**src/rtl/sos_pkg.sv**
```systemverilog
// Shared types and constants for the time-multiplexed biquad cascade.
package sos_pkg;

  typedef enum logic [3:0] {
    ST_IDLE,
    ST_SCALE,
    ST_MAC0,
    ST_MAC1,
    ST_MAC2,
    ST_MAC3,
    ST_MAC4,
    ST_WRB,
    ST_DONE
  } sos_state_e;

  typedef enum logic [1:0] {
    MAC_HOLD,
    MAC_LOAD,
    MAC_ADD,
    MAC_SUB
  } mac_op_e;

  localparam int unsigned COEF_IDX_G  = 0;
  localparam int unsigned COEF_IDX_B0 = 1;
  localparam int unsigned COEF_IDX_B1 = 2;
  localparam int unsigned COEF_IDX_B2 = 3;
  localparam int unsigned COEF_IDX_A1 = 4;
  localparam int unsigned COEF_IDX_A2 = 5;
  localparam int unsigned COEF_NUM    = 6;

  // Five products summed: three guard bits keep the accumulator from wrapping.
  function automatic int unsigned acc_width(int unsigned data_size, int unsigned coef_size);
    return data_size + coef_size + 3;
  endfunction

  // Reset bank value: unity gain and unity B0, everything else zero.
  function automatic int passthrough_coef(int idx, int frac);
    return ((idx == int'(COEF_IDX_G)) || (idx == int'(COEF_IDX_B0))) ? (1 << frac) : 0;
  endfunction

endpackage

```
**src/rtl/sos_cascade_tdm_if.sv**
```systemverilog
// Sample, coefficient-write and status signals of the biquad cascade.
interface sos_cascade_tdm_if #(
  parameter int unsigned DATA_SIZE    = 24,
  parameter int unsigned COEF_SIZE    = 12,
  parameter int unsigned NUM_SECTIONS = 2
);
  localparam int unsigned ADDR_W = 4 + $clog2(NUM_SECTIONS);

  logic signed [DATA_SIZE-1:0] data_in;
  logic                        sample_trig;
  logic                        coef_we;
  logic [ADDR_W-1:0]           coef_addr;
  logic signed [COEF_SIZE-1:0] coef_wdata;
  logic                        state_clr;
  logic signed [DATA_SIZE-1:0] data_out;
  logic                        filter_done;
  logic                        busy;
  logic                        overrun;

  modport master (
    output data_in, sample_trig, coef_we, coef_addr, coef_wdata, state_clr,
    input  data_out, filter_done, busy, overrun
  );

  modport slave (
    input  data_in, sample_trig, coef_we, coef_addr, coef_wdata, state_clr,
    output data_out, filter_done, busy, overrun
  );
endinterface

```
**src/rtl/sos_mac_unit.sv**
```systemverilog
// Shared signed multiply-accumulate with round-half-up and saturation to sample width.
module sos_mac_unit
  import sos_pkg::*;
#(
  parameter int unsigned DATA_SIZE = 24,
  parameter int unsigned COEF_SIZE = 12,
  parameter int unsigned COEF_FRAC = 8,
  parameter int unsigned ACC_W     = 39
) (
  input  logic                        clk,
  input  logic                        reset,
  input  mac_op_e                     op,
  input  logic signed [DATA_SIZE-1:0] a,
  input  logic signed [COEF_SIZE-1:0] b,
  output logic signed [DATA_SIZE-1:0] y_c
);
  localparam logic signed [ACC_W-1:0] RND   = ACC_W'(1) << (COEF_FRAC - 1);
  localparam logic signed [ACC_W-1:0] Y_MAX = ACC_W'({(DATA_SIZE-1){1'b1}});
  localparam logic signed [ACC_W-1:0] Y_MIN = ~Y_MAX;

  logic signed [DATA_SIZE+COEF_SIZE-1:0] prod;
  logic signed [ACC_W-1:0]               prod_x;
  logic signed [ACC_W-1:0]               acc_q;
  logic signed [ACC_W-1:0]               rnd;

  assign prod   = a * b;
  assign prod_x = ACC_W'(prod);
  assign rnd    = (acc_q + RND) >>> COEF_FRAC;

  always_ff @(posedge clk or negedge reset) begin
    if (!reset) begin
      acc_q <= '0;
    end else begin
      case (op)
        MAC_LOAD: acc_q <= prod_x;
        MAC_ADD:  acc_q <= acc_q + prod_x;
        MAC_SUB:  acc_q <= acc_q - prod_x;
        default:  acc_q <= acc_q;
      endcase
    end
  end

  always_comb begin
    y_c = rnd[DATA_SIZE-1:0];
    if (rnd > Y_MAX)      y_c = Y_MAX[DATA_SIZE-1:0];
    else if (rnd < Y_MIN) y_c = Y_MIN[DATA_SIZE-1:0];
  end
endmodule

```
**src/rtl/sos_cascade_tdm.sv**
```systemverilog
// Cascade of Direct Form I biquads sharing one multiplier, seven cycles per section.
module sos_cascade_tdm
  import sos_pkg::*;
#(
  parameter int unsigned DATA_SIZE    = 24,
  parameter int unsigned COEF_SIZE    = 12,
  parameter int unsigned COEF_FRAC    = 8,
  parameter int unsigned NUM_SECTIONS = 2
) (
  input logic              clk,
  input logic              reset,
  sos_cascade_tdm_if.slave bus
);
  localparam int unsigned ACC_W  = acc_width(DATA_SIZE, COEF_SIZE);
  localparam int unsigned ADDR_W = 4 + $clog2(NUM_SECTIONS);
  localparam int unsigned SEC_W  = (NUM_SECTIONS > 1) ? $clog2(NUM_SECTIONS) : 1;

  typedef logic signed [DATA_SIZE-1:0] data_t;
  typedef logic signed [COEF_SIZE-1:0] coef_t;

  sos_state_e        state_q, state_d;
  logic [SEC_W-1:0]  sec_q;
  coef_t             coef_q [NUM_SECTIONS][COEF_NUM];
  data_t             x1_q [NUM_SECTIONS];
  data_t             x2_q [NUM_SECTIONS];
  data_t             y1_q [NUM_SECTIONS];
  data_t             y2_q [NUM_SECTIONS];
  data_t             x_q, u_q, mac_a, mac_y_c;
  coef_t             mac_b;
  mac_op_e           mac_op;
  logic              idle, last_sec, clr_ok, trig_ok, wr_ok;
  logic [3:0]        wr_idx;
  logic [ADDR_W-1:0] wr_sec;

  assign idle     = (state_q == ST_IDLE);
  assign last_sec = (sec_q == SEC_W'(NUM_SECTIONS - 1));
  assign clr_ok   = idle && bus.state_clr;
  assign trig_ok  = idle && bus.sample_trig && !bus.state_clr;
  assign wr_idx   = bus.coef_addr[3:0];
  assign wr_sec   = bus.coef_addr >> 4;
  assign wr_ok    = idle && bus.coef_we && (wr_idx < 4'(COEF_NUM)) &&
                    (wr_sec < ADDR_W'(NUM_SECTIONS));

  always_ff @(posedge clk or negedge reset) begin
    if (!reset) state_q <= ST_IDLE;
    else        state_q <= state_d;
  end

  // Sequencing and multiplier operand steering; MAC0 consumes the rounded scale result.
  always_comb begin
    state_d = state_q;
    mac_op  = MAC_HOLD;
    mac_a   = x_q;
    mac_b   = coef_q[sec_q][3'(COEF_IDX_G)];
    case (state_q)
      ST_IDLE:  if (trig_ok) state_d = ST_SCALE;
      ST_SCALE: begin
        mac_op  = MAC_LOAD;
        state_d = ST_MAC0;
      end
      ST_MAC0: begin
        mac_op  = MAC_LOAD;
        mac_a   = mac_y_c;
        mac_b   = coef_q[sec_q][3'(COEF_IDX_B0)];
        state_d = ST_MAC1;
      end
      ST_MAC1: begin
        mac_op  = MAC_ADD;
        mac_a   = x1_q[sec_q];
        mac_b   = coef_q[sec_q][3'(COEF_IDX_B1)];
        state_d = ST_MAC2;
      end
      ST_MAC2: begin
        mac_op  = MAC_ADD;
        mac_a   = x2_q[sec_q];
        mac_b   = coef_q[sec_q][3'(COEF_IDX_B2)];
        state_d = ST_MAC3;
      end
      ST_MAC3: begin
        mac_op  = MAC_SUB;
        mac_a   = y1_q[sec_q];
        mac_b   = coef_q[sec_q][3'(COEF_IDX_A1)];
        state_d = ST_MAC4;
      end
      ST_MAC4: begin
        mac_op  = MAC_SUB;
        mac_a   = y2_q[sec_q];
        mac_b   = coef_q[sec_q][3'(COEF_IDX_A2)];
        state_d = ST_WRB;
      end
      ST_WRB:  state_d = last_sec ? ST_DONE : ST_SCALE;
      ST_DONE: state_d = ST_IDLE;
      default: state_d = ST_IDLE;
    endcase
  end

  sos_mac_unit #(
    .DATA_SIZE(DATA_SIZE),
    .COEF_SIZE(COEF_SIZE),
    .COEF_FRAC(COEF_FRAC),
    .ACC_W    (ACC_W)
  ) u_mac (
    .clk  (clk),
    .reset(reset),
    .op   (mac_op),
    .a    (mac_a),
    .b    (mac_b),
    .y_c  (mac_y_c)
  );

  // Coefficient bank, delay lines and status outputs.
  always_ff @(posedge clk or negedge reset) begin
    if (!reset) begin
      sec_q           <= '0;
      x_q             <= '0;
      u_q             <= '0;
      bus.data_out    <= '0;
      bus.filter_done <= 1'b0;
      bus.busy        <= 1'b0;
      bus.overrun     <= 1'b0;
      for (int s = 0; s < int'(NUM_SECTIONS); s++) begin
        x1_q[s] <= '0;
        x2_q[s] <= '0;
        y1_q[s] <= '0;
        y2_q[s] <= '0;
        for (int i = 0; i < int'(COEF_NUM); i++)
          coef_q[s][i] <= COEF_SIZE'(passthrough_coef(i, int'(COEF_FRAC)));
      end
    end else begin
      bus.filter_done <= 1'b0;
      if (bus.sample_trig && !idle) bus.overrun <= 1'b1;
      if (wr_ok) coef_q[wr_sec[SEC_W-1:0]][wr_idx[2:0]] <= bus.coef_wdata;
      if (clr_ok) begin
        bus.overrun <= 1'b0;
        for (int s = 0; s < int'(NUM_SECTIONS); s++) begin
          x1_q[s] <= '0;
          x2_q[s] <= '0;
          y1_q[s] <= '0;
          y2_q[s] <= '0;
        end
      end
      if (trig_ok) begin
        x_q      <= bus.data_in;
        sec_q    <= '0;
        bus.busy <= 1'b1;
      end
      case (state_q)
        ST_MAC0: u_q <= mac_y_c;
        ST_WRB: begin
          x2_q[sec_q] <= x1_q[sec_q];
          x1_q[sec_q] <= u_q;
          y2_q[sec_q] <= y1_q[sec_q];
          y1_q[sec_q] <= mac_y_c;
          x_q         <= mac_y_c;
          if (last_sec) begin
            bus.data_out    <= mac_y_c;
            bus.filter_done <= 1'b1;
            bus.busy        <= 1'b0;
          end else begin
            sec_q <= sec_q + SEC_W'(1);
          end
        end
        default: ;
      endcase
    end
  end
endmodule

```
**src/flat_wrapper.sv**
```systemverilog
// flat-port wrapper written by rule: the top's interface ports become plain ports
module sos_cascade_tdm_flat import sos_pkg::*;
#(
  parameter int unsigned DATA_SIZE    = 24,
  parameter int unsigned COEF_SIZE    = 12,
  parameter int unsigned COEF_FRAC    = 8,
  parameter int unsigned NUM_SECTIONS = 2
)
  (clk, reset, bus_data_in, bus_sample_trig, bus_coef_we, bus_coef_addr, bus_coef_wdata, bus_state_clr, bus_data_out, bus_filter_done, bus_busy, bus_overrun);
  sos_cascade_tdm_if #(.DATA_SIZE(DATA_SIZE), .COEF_SIZE(COEF_SIZE), .NUM_SECTIONS(NUM_SECTIONS)) bus_i ();
  input logic clk;
  input logic reset;
  input wire logic [$bits(bus_i.data_in)-1:0] bus_data_in;
  input wire logic [$bits(bus_i.sample_trig)-1:0] bus_sample_trig;
  input wire logic [$bits(bus_i.coef_we)-1:0] bus_coef_we;
  input wire logic [$bits(bus_i.coef_addr)-1:0] bus_coef_addr;
  input wire logic [$bits(bus_i.coef_wdata)-1:0] bus_coef_wdata;
  input wire logic [$bits(bus_i.state_clr)-1:0] bus_state_clr;
  output wire logic [$bits(bus_i.data_out)-1:0] bus_data_out;
  output wire logic [$bits(bus_i.filter_done)-1:0] bus_filter_done;
  output wire logic [$bits(bus_i.busy)-1:0] bus_busy;
  output wire logic [$bits(bus_i.overrun)-1:0] bus_overrun;
  assign bus_i.data_in = bus_data_in;
  assign bus_i.sample_trig = bus_sample_trig;
  assign bus_i.coef_we = bus_coef_we;
  assign bus_i.coef_addr = bus_coef_addr;
  assign bus_i.coef_wdata = bus_coef_wdata;
  assign bus_i.state_clr = bus_state_clr;
  assign bus_data_out = bus_i.data_out;
  assign bus_filter_done = bus_i.filter_done;
  assign bus_busy = bus_i.busy;
  assign bus_overrun = bus_i.overrun;
  sos_cascade_tdm #(.DATA_SIZE(DATA_SIZE), .COEF_SIZE(COEF_SIZE), .COEF_FRAC(COEF_FRAC), .NUM_SECTIONS(NUM_SECTIONS)) u_core (.clk(clk), .reset(reset), .bus(bus_i));
endmodule
```
**config.mk**
```make
export PLATFORM = sky130hd
export DESIGN_NAME = sos_cascade_tdm_flat
export DESIGN_NICKNAME = d
export VERILOG_FILES = /design/src/rtl/sos_pkg.sv /design/src/rtl/sos_cascade_tdm_if.sv /design/src/rtl/sos_mac_unit.sv /design/src/rtl/sos_cascade_tdm.sv /design/src/flat_wrapper.sv
export SDC_FILE = /design/constraint.sdc
export NUM_CORES = 2
export LEC_CHECK = 0
export CORE_UTILIZATION = 59
export CTS_BUF_LIST = sky130_fd_sc_hd__clkbuf_2
export DETAILED_ROUTE_END_ITERATION = 7
export PLACE_DENSITY = 0.74
export SLEW_MARGIN = 25
export SYNTH_ARGS = -nofsm -noshare
export SYNTH_HDL_FRONTEND = slang
export SYNTH_SLANG_ARGS = --single-unit
```
**constraint.sdc**
```tcl
create_clock -name clk -period 11.8 [get_ports clk]
set_input_delay 1.77 -clock clk [delete_from_list [all_inputs] [get_ports clk]]
set_output_delay 1.77 -clock clk [all_outputs]
set_load 0.1 [all_outputs]
```
Word level (Yosys, flattened, before mapping):

Index checks and enable logic that the tools add are counted.

* memories: 0
* output and inout port bits: 27
* memory bits (writable): 0
* register bits: 455
* input port bits: 46
* ROM bits: 0
* bits in latches: 0

* shift operators: 0
* add/subtract/negate cells: 4
* $lt $le $gt $ge: 10
* $mul: 1
* bitwise gates (word level): 3
* equality and inequality tests: 11
* muxes and demuxes: 55
* div/mod/pow operators: 0
* reductions and logical operators: 20

Operator list (count)
* 24-bit two-way mux: 17
* 48-bit two-way mux: 8
* 72-bit two-way mux: 4
* 48-bit bitwise mux: 4
* 144-bit bitwise mux: 1
* 24-bit one-hot mux with 5 select lines: 1
* 39-bit one-hot mux with 3 select lines: 1
* 72-bit demux with 1-bit select: 1
* 12-bit one-hot mux with 5 select lines: 1
* 39-bit by 36-bit adder with 39-bit output: 1
* 39-bit by 9-bit adder with 39-bit output (second input constant): 1
* 39-bit by 36-bit subtractor with 39-bit output: 1
* 12-bit demux with 3-bit select: 1
* 24-bit by 12-bit multiplier with 36-bit output: 1
* 4-bit one-hot mux with 8 select lines: 1
* 31-bit by 24-bit > comparator with 1-bit output (second input constant): 1
* 31-bit by 24-bit less-than comparator with 1-bit output (second input constant): 1
* 24-bit demux with 1-bit select: 1
* 4-bit by 3-bit equality test with 1-bit output (second input constant): 4
* 12-bit two-way mux: 1
* 1-bit logical AND: 10
* 1-bit two-way mux: 10
* 4-bit by 2-bit equality test with 1-bit output (second input constant): 2
* 4-bit two-way mux: 2
* other kinds (20): 28

Depth between registers and ports, before layout:

* word-level depth: 8
* depth in mapped cells: 50

By module:

A second synthesis with hierarchy kept.

* cell total of the unflattened synthesis: 3381
* area total of the unflattened synthesis: 34231.6 um^2

Modules (own cells, without submodules)
* sos_cascade_tdm: area an instance 18587.8 um^2, times used 1, cells an instance 1452, seq. area each 10415.0 um^2
* sos_mac_unit: area an instance 15643.8 um^2, times used 1, cells an instance 1929, seq. area each 975.9 um^2

Worst setup path before layout:

No wires, ideal clock.

* path kind: reg-to-reg
* start point: reg u_core.u_mac.acc_q[7]
* end point: reg u_core.u_mac.acc_q[38]
* buffers on the path: 3
* path slack: 1159 ps
* clock period less this slack: 10641 ps
* cell stages (with the launch flop): 44
* arrival time: 10576 ps
* cell sequence: dfrtp_1 ha_1 nand4_1 a211o_1 or4_1 o32ai_2 a21oi_1 o21a_1 buf_2 nor2_1 nor2_1 a2111o_1 buf_2 nor2_1 fa_1 fa_1 fa_1 fa_1 [... 8 more ...] or3_1 a2111oi_2 nand3_2 nor4_2 a21oi_1 xnor2_1 ha_1 a21o_1 a21o_1 a21oi_1 o21ai_0 a21o_1 a21oi_1 o21bai_1 or2_2 a2111oi_0 and4b_1 a2111o_1

* word-level cells in the longest chain between the ends: 8
* elaborated cells on any way between the ends: 10
* those cells by class: add/sub (3); mul (1); order compare (2); mux (4)

Ends and longest elaborated chain
* from (decl): line sos_mac_unit.sv:23 `logic signed [ACC_W-1:0] acc_q;`
* from (signal assigned): line sos_mac_unit.sv:35 `MAC_LOAD: acc_q <= prod_x;`
* from (signal assigned): line sos_mac_unit.sv:36 `MAC_ADD: acc_q <= acc_q + prod_x;`
* from (signal assigned): line sos_mac_unit.sv:37 `MAC_SUB: acc_q <= acc_q - prod_x;`
* 39-bit by 9-bit adder with 39-bit output: line sos_mac_unit.sv:28 `assign rnd = (acc_q + RND) >>> COEF_FRAC;`
* 31-bit by 24-bit less-than comparator with 1-bit output: line sos_mac_unit.sv:46 `else if (rnd < Y_MIN) y_c = Y_MIN[DATA_SIZE-1:0];`
* 24-bit two-way mux: line sos_mac_unit.sv:46
* 24-bit two-way mux: line sos_mac_unit.sv:45 `if (rnd > Y_MAX) y_c = Y_MAX[DATA_SIZE-1:0];`
* 24-bit one-hot mux with 5 select lines: line sos_cascade_tdm.sv:55 `case (state_q)`
* 24-bit by 12-bit multiplier with 36-bit output: line sos_mac_unit.sv:26 `assign prod = a * b;`
* 39-bit by 36-bit subtractor with 39-bit output or 39-bit by 36-bit adder with 39-bit output (tied branches): line sos_mac_unit.sv:37, sos_mac_unit.sv:36
* 39-bit one-hot mux with 3 select lines (*): line sos_mac_unit.sv:34 `case (op)`

Mark *: on every way between the ends. The rest lies on a longest branch, timed or not.
A chain may end at the register's enable or synchronous reset.

Final worst setup path:

* start point: reg u_core.u_mac.acc_q[18]
* end point: reg u_core.u_mac.acc_q[38]

The elaborated chain is that of the path after synthesis.

==> flow_summary_export.csv <==
group,metric,value,unit
die,die-area,58040,um^2
global_routing,grt_antenna_before_repair,5,
timing,fin_tns_setup,0,ns
drt,drcViolationCount,0,
cts,cts_made_buffers,116,
logic_synthesis,yosys_most_used_dff,"dfrtp_1",
drt,wirelength,98750,um
setup_path,worstPathRequired,12.96,ns
cts,clkSinkCount,455,
cts,cts_tree,"yes",
logic_synthesis,synth_nets,3797,
logic_synthesis,synth-async-reset-ratio,100.0,%
timing,post-route-min-period,11.37,ns
run_status,status,"finished clean",
timing,finClkSkew,0.08843,ns
logic_synthesis,yosys_register_bits,455,
setup_path,cp-start-kind,"flip-flop",
setup_path,critical_path_class,"flip-flop to flip-flop",
timing,max_freq,87.99,MHz
setup_path,cp.arrival,12.53,ns
logic_synthesis,synth_edf_count,0,
die,initial_utilization,59.73,%
drt,wl_per_cell,22.65,um
setup_path,cp_slowest_cell,"fa_1",
logic_synthesis,synth-warning-count,0,
setup_path,critPathMostFrequentCell,"fa_1",
timing,max_slew_margin,28.60,%
setup_path,r2r_slack,0.43,ns
hold_path,min_path_type,"flip-flop to flip-flop",
die,core,56390,um^2
timing,post-route-period-util,96.32,%
die,rows,87,
drt,vias,27240,
logic_synthesis,syn_area,33680,um^2
timing,hold_viol,0,
cells_and_area,layout_common_cells,"dfrtp_1, inv_1, nand2_1, fa_1, nor2_1",
setup_path,endpoint_kind,"flip-flop",
die,die_h,240.9,um
cts,htreeDepth,3,
global_routing,grt_usage,34.84,%
global_routing,grt_pass1_vias,28210,
cells_and_area,layout_commonest_cell,"dfrtp_1",
timing,worst_pin_slew,1.068,ns
drt,ant_nets,0,
run,drv_cap,0,
global_routing,grt_start_max_net_pins,88,
die,io_pins,73,
cells_and_area,drive_above_1_share,16.03,%
logic_synthesis,synthCells,3377,
global_routing,grt_pass1_wl,155500,um
placement,dp_hpwl,70740,um
cts,cts.clk_slew.worst_paths,0.11,ns
logic_synthesis,synth-seq-area-share,33.82,%
setup_path,cpPeakStageDelay,0.55,ns
drt,drt-initial-drc-count,2241,
timing,slew_viol_final,0,
cts,clock_latency,1.23,ns
logic_synthesis,synth.avg_cell_area,9.974,um^2
die,die_w,240.9,um
cts,cts-root-buf,"clkbuf_2",
cts,clockBufferDepth,3,
cells_and_area,syn_to_final_growth,10.51,%
logic_synthesis,synth.distinct_cells,85,
cells_and_area,layout.nets,3935,
placement,gp_congestion,0.9620,
setup_path,worstPathMaxFanout,22,
drt,drt_first_pass_iters,6,
global_routing,grt_overflow_total,0,
timing,finalSetupViolCount,0,
drt,drt-vias-per-instance,6.249,
placement,numPortBuffers,72,
cts,postCtsHoldBufs,0,
[cell type report]
class / instances / area, um^2
multi-input cells: 2362 / 20460
fillers: 4642 / 19170
flip-flops and latches: 455 / 11410
repair buffers: 225 / 2068
inverters: 355 / 1333
well taps: 756 / 945.9
clock buffers: 167 / 835.8
clock inverters: 36 / 161.4
diodes: 3 / 7.507
[stage by stage]
stage                     worst slack [ns]  hold slack (ns)  instances  instance area [um^2]  util, %
final                               0.4346           0.4771       4359                 37220    66.01
after global placement              0.4272           0.4598       4135                 35830    63.54
after floorplan                      1.159           0.4559       3377                 33680        -
after global routing              -0.07219           0.4968       4359                 37220    66.01
after detailed placement            0.1604           0.4645       4136                 35850    63.58
after CTS                           0.1164           0.4840       4339                 36850    65.35
[final timing paths]
kind | from | end | cells past startpoint
hold reg to reg | u_core.bus.data_out[7] | u_core.bus.data_out[7] | 1
min in group asynchronous | reset | u_core.y2_q[2] | 1
hold / removal | u_core.bus.data_out[7] | u_core.bus.data_out[7] | 1
setup reg to reg | u_core.u_mac.acc_q[18] | u_core.u_mac.acc_q[38] | 42
max in group asynchronous | reset | u_core.u_mac.acc_q[7] | 3
setup / recovery | u_core.u_mac.acc_q[18] | u_core.u_mac.acc_q[38] | 42
[Yosys cell counts, types with 26 or more instances]
library cell  count  area share, %
a21o_1          105            2.3
a21oi_1         104            1.5
a22o_1          147            3.8
a22oi_1          26           0.58
and2_1           37           0.69
buf_2            27           0.40
clkbuf_1        157            1.7
dfrtp_1         451             34
fa_1            260             15
ha_1            114            4.2
inv_1           353            3.9
mux2_2          141            4.7
mux2i_1         150            4.5
nand2_1         324            3.6
nand2b_1         27           0.50
nand3_1          27           0.40
nor2_1          212            2.4
nor2b_1          52           0.97
nor3_1           30           0.45
o21ai_0         125            1.9
o22ai_1          65            1.2
xnor2_1          63            1.6
xor2_1           52            1.4
[kinds of logic after synthesis]
logic type      count (synthesis)  share of synthesized area [%]
buf+inv                       561                          6.352
compound gates                768                          16.64
xor+xnor                      115                          2.990
simple gates                  813                          11.34
flops                         455                          33.82
mux                           291                          9.172
fa+ha+maj                     374                          19.69
[worst max-delay path, delay by kind of cell (launching register included)]
kind                     cells  cell delay, ns
buffers and inverters        5            0.62
XOR/XNOR                     1            0.18
AO/OA/AOI/OAI               17            3.47
adder cells (fa/ha/maj)      7            3.23
AND/OR/NAND/NOR             12            3.36
flip-flops                   1            0.43
[metal layers]
metal,GRT usage [%],vias up,share of wire [%]
li1,-,11950,-
met1,47.09,13890,41
met2,55.87,1178,48
met3,6.314,223,8.2
met4,13.62,0,3.2
met5,0,-,0
[registers in the layout, indices dropped and copies added (netlist names)]
signal and cells:
u_core.bus.busy 1, u_core.bus.data_out 24, u_core.bus.filter_done 1, u_core.bus.overrun 1, u_core.coef_q 144, u_core.last_sec 1, u_core.state_q 4, u_core.u_mac.acc_q 39
u_core.u_q 24, u_core.x1_q 48, u_core.x2_q 48, u_core.x_q 24, u_core.y1_q 48, u_core.y2_q 48
[repair_timing]
item / CTS / global route
setup endpoints to repair: 0 / 7
buffers inserted: 0 / 16
resized for setup: 0 / 56
Power is not shown: default switching activity piles up to over one toggle a cycle in this logic, so the estimate is an artifact.
